File: src/rtl/clock_burst_monitor.sv
// clock_burst_monitor: measures edge count, first period, high time and jitter of clk_in bursts.
// Optional high-time counter enabled by defining CLKMON_DUTY_EN.
module clock_burst_monitor #(
  parameter int CNT_W = 16,
  parameter int PER_W = 8,
  parameter int TIMEOUT = 32
) (
  input  logic             fastclk,
  input  logic             reset,
  input  logic             clk_in,
  output logic             busy,
  output logic             burst_done,
  output logic [CNT_W-1:0] edge_count,
  output logic [PER_W-1:0] period,
  output logic [PER_W-1:0] high_cycles,
  output logic             jitter_err
);
  typedef enum logic [1:0] {IDLE, BURST, DONE} state_t;
  localparam logic [PER_W-1:0] TO1 = PER_W'(TIMEOUT - 1);
  state_t state, next;
  logic s1, s2, d, rise;
  logic [2:0] vld;
  logic [CNT_W-1:0] cnt;
  logic [PER_W-1:0] tmr, tmr_inc, first_per, diff;
  logic jit, start;
  // vld suppresses a false edge while the pipeline refills after reset
  always_ff @(posedge fastclk or negedge reset)
    if (!reset) begin
      {s1, s2, d, rise} <= '0;
      vld <= '0;
    end else begin
      s1 <= clk_in;
      s2 <= s1;
      d <= s2;
      vld <= {vld[1:0], 1'b1};
      rise <= vld[2] & s2 & ~d;
    end
  always_ff @(posedge fastclk or negedge reset)
    if (!reset) state <= IDLE;
    else state <= next;
  always_comb begin
    next = state == BURST ? ((!rise && tmr == TO1) ? DONE : BURST) : (rise ? BURST : IDLE);
    start = rise && state != BURST;
    tmr_inc = &tmr ? tmr : tmr + 1'b1;
    diff = tmr_inc > first_per ? tmr_inc - first_per : first_per - tmr_inc;
  end
  assign busy = state == BURST;
  assign burst_done = state == DONE;
  always_ff @(posedge fastclk or negedge reset)
    if (!reset) begin
      cnt <= '0;
      tmr <= '0;
      first_per <= '0;
      jit <= 1'b0;
      edge_count <= '0;
      period <= '0;
      jitter_err <= 1'b0;
    end else begin
      if (start) begin
        cnt <= CNT_W'(1);
        tmr <= '0;
        first_per <= '0;
        jit <= 1'b0;
      end else if (state == BURST) begin
        tmr <= rise ? '0 : tmr_inc;
        if (rise) begin
          cnt <= &cnt ? cnt : cnt + 1'b1;
          if (cnt == CNT_W'(1)) first_per <= tmr_inc;
          else if (diff > PER_W'(1)) jit <= 1'b1;
        end
      end
      if (next == DONE) begin
        edge_count <= cnt;
        period <= cnt == CNT_W'(1) ? '0 : first_per;
        jitter_err <= jit;
      end
    end
`ifdef CLKMON_DUTY_EN
  logic fall, hdone;
  logic [PER_W-1:0] hcnt, hcnt_inc;
  assign hcnt_inc = &hcnt ? hcnt : hcnt + 1'b1;
  // hcnt freezes at the first falling edge; otherwise it keeps the running count
  always_ff @(posedge fastclk or negedge reset)
    if (!reset) begin
      fall <= 1'b0;
      hdone <= 1'b0;
      hcnt <= '0;
      high_cycles <= '0;
    end else begin
      fall <= vld[2] & ~s2 & d;
      if (start) begin
        hcnt <= '0;
        hdone <= 1'b0;
      end else if (state == BURST && !hdone) begin
        hcnt <= hcnt_inc;
        hdone <= fall;
      end
      if (next == DONE) high_cycles <= cnt == CNT_W'(1) ? '0 : hcnt;
    end
`else
  assign high_cycles = '0;
`endif
endmodule
File: config.mk
export PLATFORM = sky130hd
export DESIGN_NAME = clock_burst_monitor
export DESIGN_NICKNAME = d
export VERILOG_FILES = /design/src/rtl/clock_burst_monitor.sv
export SDC_FILE = /design/constraint.sdc
export NUM_CORES = 1
export LEC_CHECK = 0
export ABC_AREA = 1
export ABC_CLOCK_PERIOD_IN_PS = 2900
export CORE_MARGIN = 4
export CORE_UTILIZATION = 55
export CTS_CLUSTER_DIAMETER = 150
export DETAILED_ROUTE_END_ITERATION = 10
export HOLD_SLACK_MARGIN = 0.15
export PLACE_DENSITY_LB_ADDON = 0.25
export SLEW_MARGIN = 20
export SYNTH_ARGS = -nofsm -noshare
export SYNTH_HDL_FRONTEND = slang
export SYNTH_SLANG_ARGS = --single-unit
File: constraint.sdc
create_clock -name fastclk -period 2.9 [get_ports fastclk]
set_clock_uncertainty 0.15 [all_clocks]
set_input_delay 0.29 -clock fastclk [delete_from_list [all_inputs] [get_ports fastclk]]
set_output_delay 0.29 -clock fastclk [all_outputs]
set_load 0.02 [all_outputs]
==> Word level (Yosys, flattened, before mapping) <==
Cells that the tools add are included.
Widths: inputs -> output; s select.
{ "word_totals": {"output_inout_bits": 35, "regBits": 67, "elab_cells": 64} }
{ "op_classes": {"n_mux": 22, "eq_ne": 8, "magnitude_cmp": 2, "n_reduce_logical": 12, "n_addsub": 4, "bitwise": 3} }
{ "ops": {"columns": ["operator", "count"], "rows": [
  ["$mux 8", 10],
  ["$mux 16", 4],
  ["$add 16x1->16 const B", 1],
  ["$eq 16x1->1 const B", 1],
  ["$reduce_and 16->1", 1],
  ["$sub 8x8->8", 2],
  ["$add 8x1->8 const B", 1],
  ["$eq 8x5->1 const B", 1],
  ["$gt 8x1->1 const B", 1],
  ["$gt 8x8->1", 1],
  ["$reduce_and 8->1", 1],
  ["$reduce_bool 2->1", 4],
  ["$mux 1", 6],
  ["$reduce_and 3->1", 2],
  ["$eq 2x2->1 const B", 2],
  ["$mux 2", 2],
  ["$ne 2x2->1 const B", 2],
  ["$reduce_and 4->1", 1],
  ["$and 1x1->1", 2],
  ["$eq 2x1->1 const B", 1],
  ["$logic_and 1x1->1", 2],
  ["$ne 2x1->1 const B", 1],
  ["$logic_not 1->1", 1],
  ["$not 1->1", 1]
]} }

==> Logic depth before layout (Yosys ltp) <==
{ "logic_depth": {"ltp_word": 10, "depth_mapped": 22, "ltp_nobuf": 21} }

==> Worst setup path after synthesis <==
Ideal clock, no wire load.
{ "synth_path": {"kind": "register to register", "from": "reg tmr[0]", "to": "reg jit", "t_arrival_ns": 2.376, "required_time_ns": 2.618, "stages_incl_launch_ff": 17, "setup_slack_ns": 0.243, "path_buffers": 0, "setup_ns": 0.132, "cell_sequence": "dfrtp_1 -> ha_1 -> nand3_2 -> nor2_2 -> nand2_2 -> xor2_1 -> inv_1 -> ha_1 -> fa_1 -> nor2_1 -> nand2_1 -> nand4_1 -> nand2_1 -> nor2_1 -> nand3_1 -> nand3_1 -> a21oi_1"} }
{ "synth_between": {"elab_chain_len": 7} }
{ "synth_lines": {"columns": ["item", "line_no", "text"], "rows": [
  ["start: declaration", "24", "logic [PER_W-1:0] tmr, tmr_inc, first_per, diff;"],
  ["start signal: assignment", "65", "tmr <= rise ? '0 : tmr_inc;"],
  ["$add 8x1->8 / $reduce_and 8->1 (equally long branches)", "44", "tmr_inc = &tmr ? tmr : tmr + 1'b1;"],
  ["$mux 8 *", "44", null],
  ["$sub 8x8->8 / $gt 8x8->1 (equally long branches)", "45", "diff = tmr_inc > first_per ? tmr_inc - first_per : first_per - tmr_inc;"],
  ["$mux 8 *", "45", null],
  ["$gt 8x1->1 *", "69", "else if (diff > PER_W'(1)) jit <= 1'b1;"],
  ["$reduce_bool 2->1 (no line) *", null, null],
  ["$reduce_and 4->1 (no line) *", null, null],
  ["end signal: assignment", "54", "jit <= 1'b0;"],
  ["end signal: assignment", "63", "jit <= 1'b0;"],
  ["end signal: assignment", "69", null],
  ["end: declaration", "25", "logic jit, start;"]
]} }
Every way passes the cells marked *; elsewhere a longest branch is shown, timed or not.
A chain may end at the register's enable or synchronous reset.

==> Worst setup path after layout <==
{ "layout_path": {"from": "reg tmr[1]", "to": "reg jit"} }
Same word-level chain as after synthesis.

==> flow_summary.toml <==
[floorplanning]
rows = 30
coreArea_um2 = 6790
initial_core_util_pct = 56.5
ios = 38
chipHeight_um = 91.5
dieArea_um2 = 8380
die-width_um = 91.5

[timing]
worst_slack_ns = 0.0774
hold_violations = 0
min_period_over_period_pct = 97.3
tightest_slew_ns = 0.570
maxSlewHeadroom_pct = 61.9
max_freq_mhz = 354
drv_slew = 0
min_period_ns = 2.82
rsz0062_at_grt = "yes"
setup_viol = 0

[place]
io_buffers = 29
routabilityCongestion = 0.920
place_ws_ns = -0.0564
place.detailed.hpwl_um = 6580

[critical_path]
crit_cells = 14
path_buf_inv = 0
rrSetupSlack_ns = 0.08
cp.required_ns = 2.97
critPathMaxStageDelay_ns = 0.53
crit_top_cell = "nand3_1"
critPathCapture = "jit"
crit_fanout = 8
worstReg2RegStart = "tmr[1]"
rr_endpoint = "jit"
critPathKind = "reg2reg"
critical-path-top-delay-family = "adder cells"
cp_slowest_cell = "fa_2"
worst-r2r-cell-count = 14
start_kind = "flop"
crit_chain = "ha_4 > nand3_4 > nor2_4 > nand2_4 > xor2_4 > ha_4 > fa_2 > o21ai_1 > a21oi_1 > nand3_1 > nor2_1 > nand3_1 > nand3_1 > a21oi_1"
arrival_ns = 2.90
cp-end-kind = "flop"
cp-startpoint = "tmr[1]"

[yosys]
synth_edf_count = 0
seq_area_frac_synth_pct = 43.7
ys_seq_elements = 67
postSynthCellCount = 489
synth_most_common_cell = "nand2_1"
synth_area_leaders = "dfrtp_1, nand2_1, inv_1"
syn_area_um2 = 3840
yosys-top-cells-count = "nand2_1, inv_1, dfrtp_1"
synth_ff_type = "dfrtp_1"
async_flop_share_pct = 100
ys_types = 37
yosysWarnings = 0
yosysTopAreaCell = "dfrtp_1"
syn_avg_cell_area_um2 = 7.85
netlist.area_leader.share_pct = 43.7

[clocking]
clock_sinks = 67
cts-root-buf = "clkbuf_8"
h-tree-depth = 3
cts_tree = "done"
cts.clk_slew.worst_paths_ns = 0.08
clk_latency_ns = 0.35
clk_path_buf_depth = 2
cts_buffers = 9

[power_and_ir_drop]
p_leak_nw = 2.25
power_density_nw_per_um2 = 907
p_total_mw = 4.24
vdd_drop_max_v = 0.000694

[job]
maxCapViolCount = 0

[final_layout]
syn2layout_area_growth_pct = 21.8
nets = 563
n_antenna_cell = 0
final_layout_size_suffix_gt1_share_pct = 15.2
nFillCells = 554

[global_route]
grt_max_degree = 43
overflow = 0
grt_pass1_wl_um = 15200
grtUsageTotal_pct = 22.6
antenna_found_initial = 0
grt_pass1_vias = 3169

[routing]
dr.pass1.iters = 5
drt-wirelength-per-cell_um = 14.2
drt_iter0_markers = 284
vias_per_cell = 5.29
drcViolationCount = 0
wl_um = 9070
ant_nets = 0
vias = 3388

[worst_hold_path]
hp-class = "reg2reg"

[status]
status = "finished, final reports clean"
==> metal layers <==
layer	track usage, %	vias to the layer above	wire, µm
li1	-	1655	-
met1	33.4	1608	4380
met2	33.0	109	4070
met3	4.97	16	455
met4	6.66	0	174
met5	0	-	0
==> how the worst min path moves through the flow <==
| stage | startpoint | endpoint | cells past startpoint |
|---|---|---|---|
| 5_1_grt | s1 | s2 | 0 |
| 4_1_cts | vld[0] | vld[1] | 0 |
| 3_3_place_gp | reset | edge_count[10] | 1 |
| 3_5_place_dp | reset | edge_count[6] | 1 |
| 2_1_floorplan | reset | cnt[0] | 0 |
| 6_report | vld[0] | vld[1] | 0 |
==> cell type report <==
cell class	count	area (µm²)	area share, %
tap	96	120	2.57
timing repair buffer	50	448	9.58
sequential	67	1680	35.9
clock buffer	9	124	2.65
multi-input combinational	334	1920	41.1
inverter	78	298	6.37
clock inverter	7	85.1	1.82
==> state kept, by name, indices dropped and copies added, names as in the netlist, 2 cells and up <==
signal	cells
cnt	16
edge_count	16
first_per	8
period	8
tmr	8
vld	3
state	2
==> metrics by stage <==
step | setup TNS (ns) | hold slack, ns | util [%] | instance area [µm²] | cells
floorplan | 0 | -0.156 | - | 3860 | 496
global placement | 0 | -0.0294 | 62.3 | 4230 | 614
detailed placement | -0.0564 | -0.0205 | 62.3 | 4230 | 614
CTS | 0 | 0.205 | 66.1 | 4490 | 632
global route | -0.106 | 0.211 | 68.8 | 4670 | 641
finish | 0 | 0.202 | 68.8 | 4670 | 641
==> placed cells by master (no fill, tap or decap), types with 7 or more instances in the layout <==
cell	n
nand2_1	121
inv_1	71
dfrtp_1	67
o21ai_0	38
clkdlybuf4s50_1	28
nand3_1	26
nor2_1	25
buf_4	19
a21oi_1	13
ha_1	13
o21ai_1	12
nand4_1	11
conb_1	9
clkbuf_8	9
o22ai_1	7
nand2_2	7
==> worst register-to-register path, cell delays in order, from the launching register on <==
cell and delay, ns:
dfrtp_1 0.41, ha_4 0.18, nand3_4 0.09, nor2_4 0.16, nand2_4 0.14, xor2_4 0.20, ha_4 0.19, fa_2 0.53
o21ai_1 0.06, a21oi_1 0.14, nand3_1 0.10, nor2_1 0.12, nand3_1 0.09, nand3_1 0.09, a21oi_1 0.06
==> what timing repair did <==
item,CTS,global route
setup buffers,0,9
setup endpoints to repair,1,1
cloned,0,0
endpoints found under the hold margin,67,0
hold buffers,2,0
pin swaps,0,12
resized for setup,6,27
==> cell families after synthesis <==
group | after synthesis | share of synthesized area, %
simple gates | 217 | 25.4
buf+inv | 95 | 10.6
compound gates | 79 | 11.0
flops | 67 | 43.7
fa+ha+maj | 20 | 6.91
xor+xnor | 9 | 2.25
other cells | 2 | 0.196
==> where the power goes <==
group / leakage [nW] / total, mW / switching [mW] / internal [mW]
Sequential: 0.895 / 1.14 / 0.0999 / 1.04
Combinational: 1.25 / 2.28 / 1.40 / 0.887
Clock: 0.106 / 0.811 / 0.398 / 0.413
(Power assumes the default switching activity.)
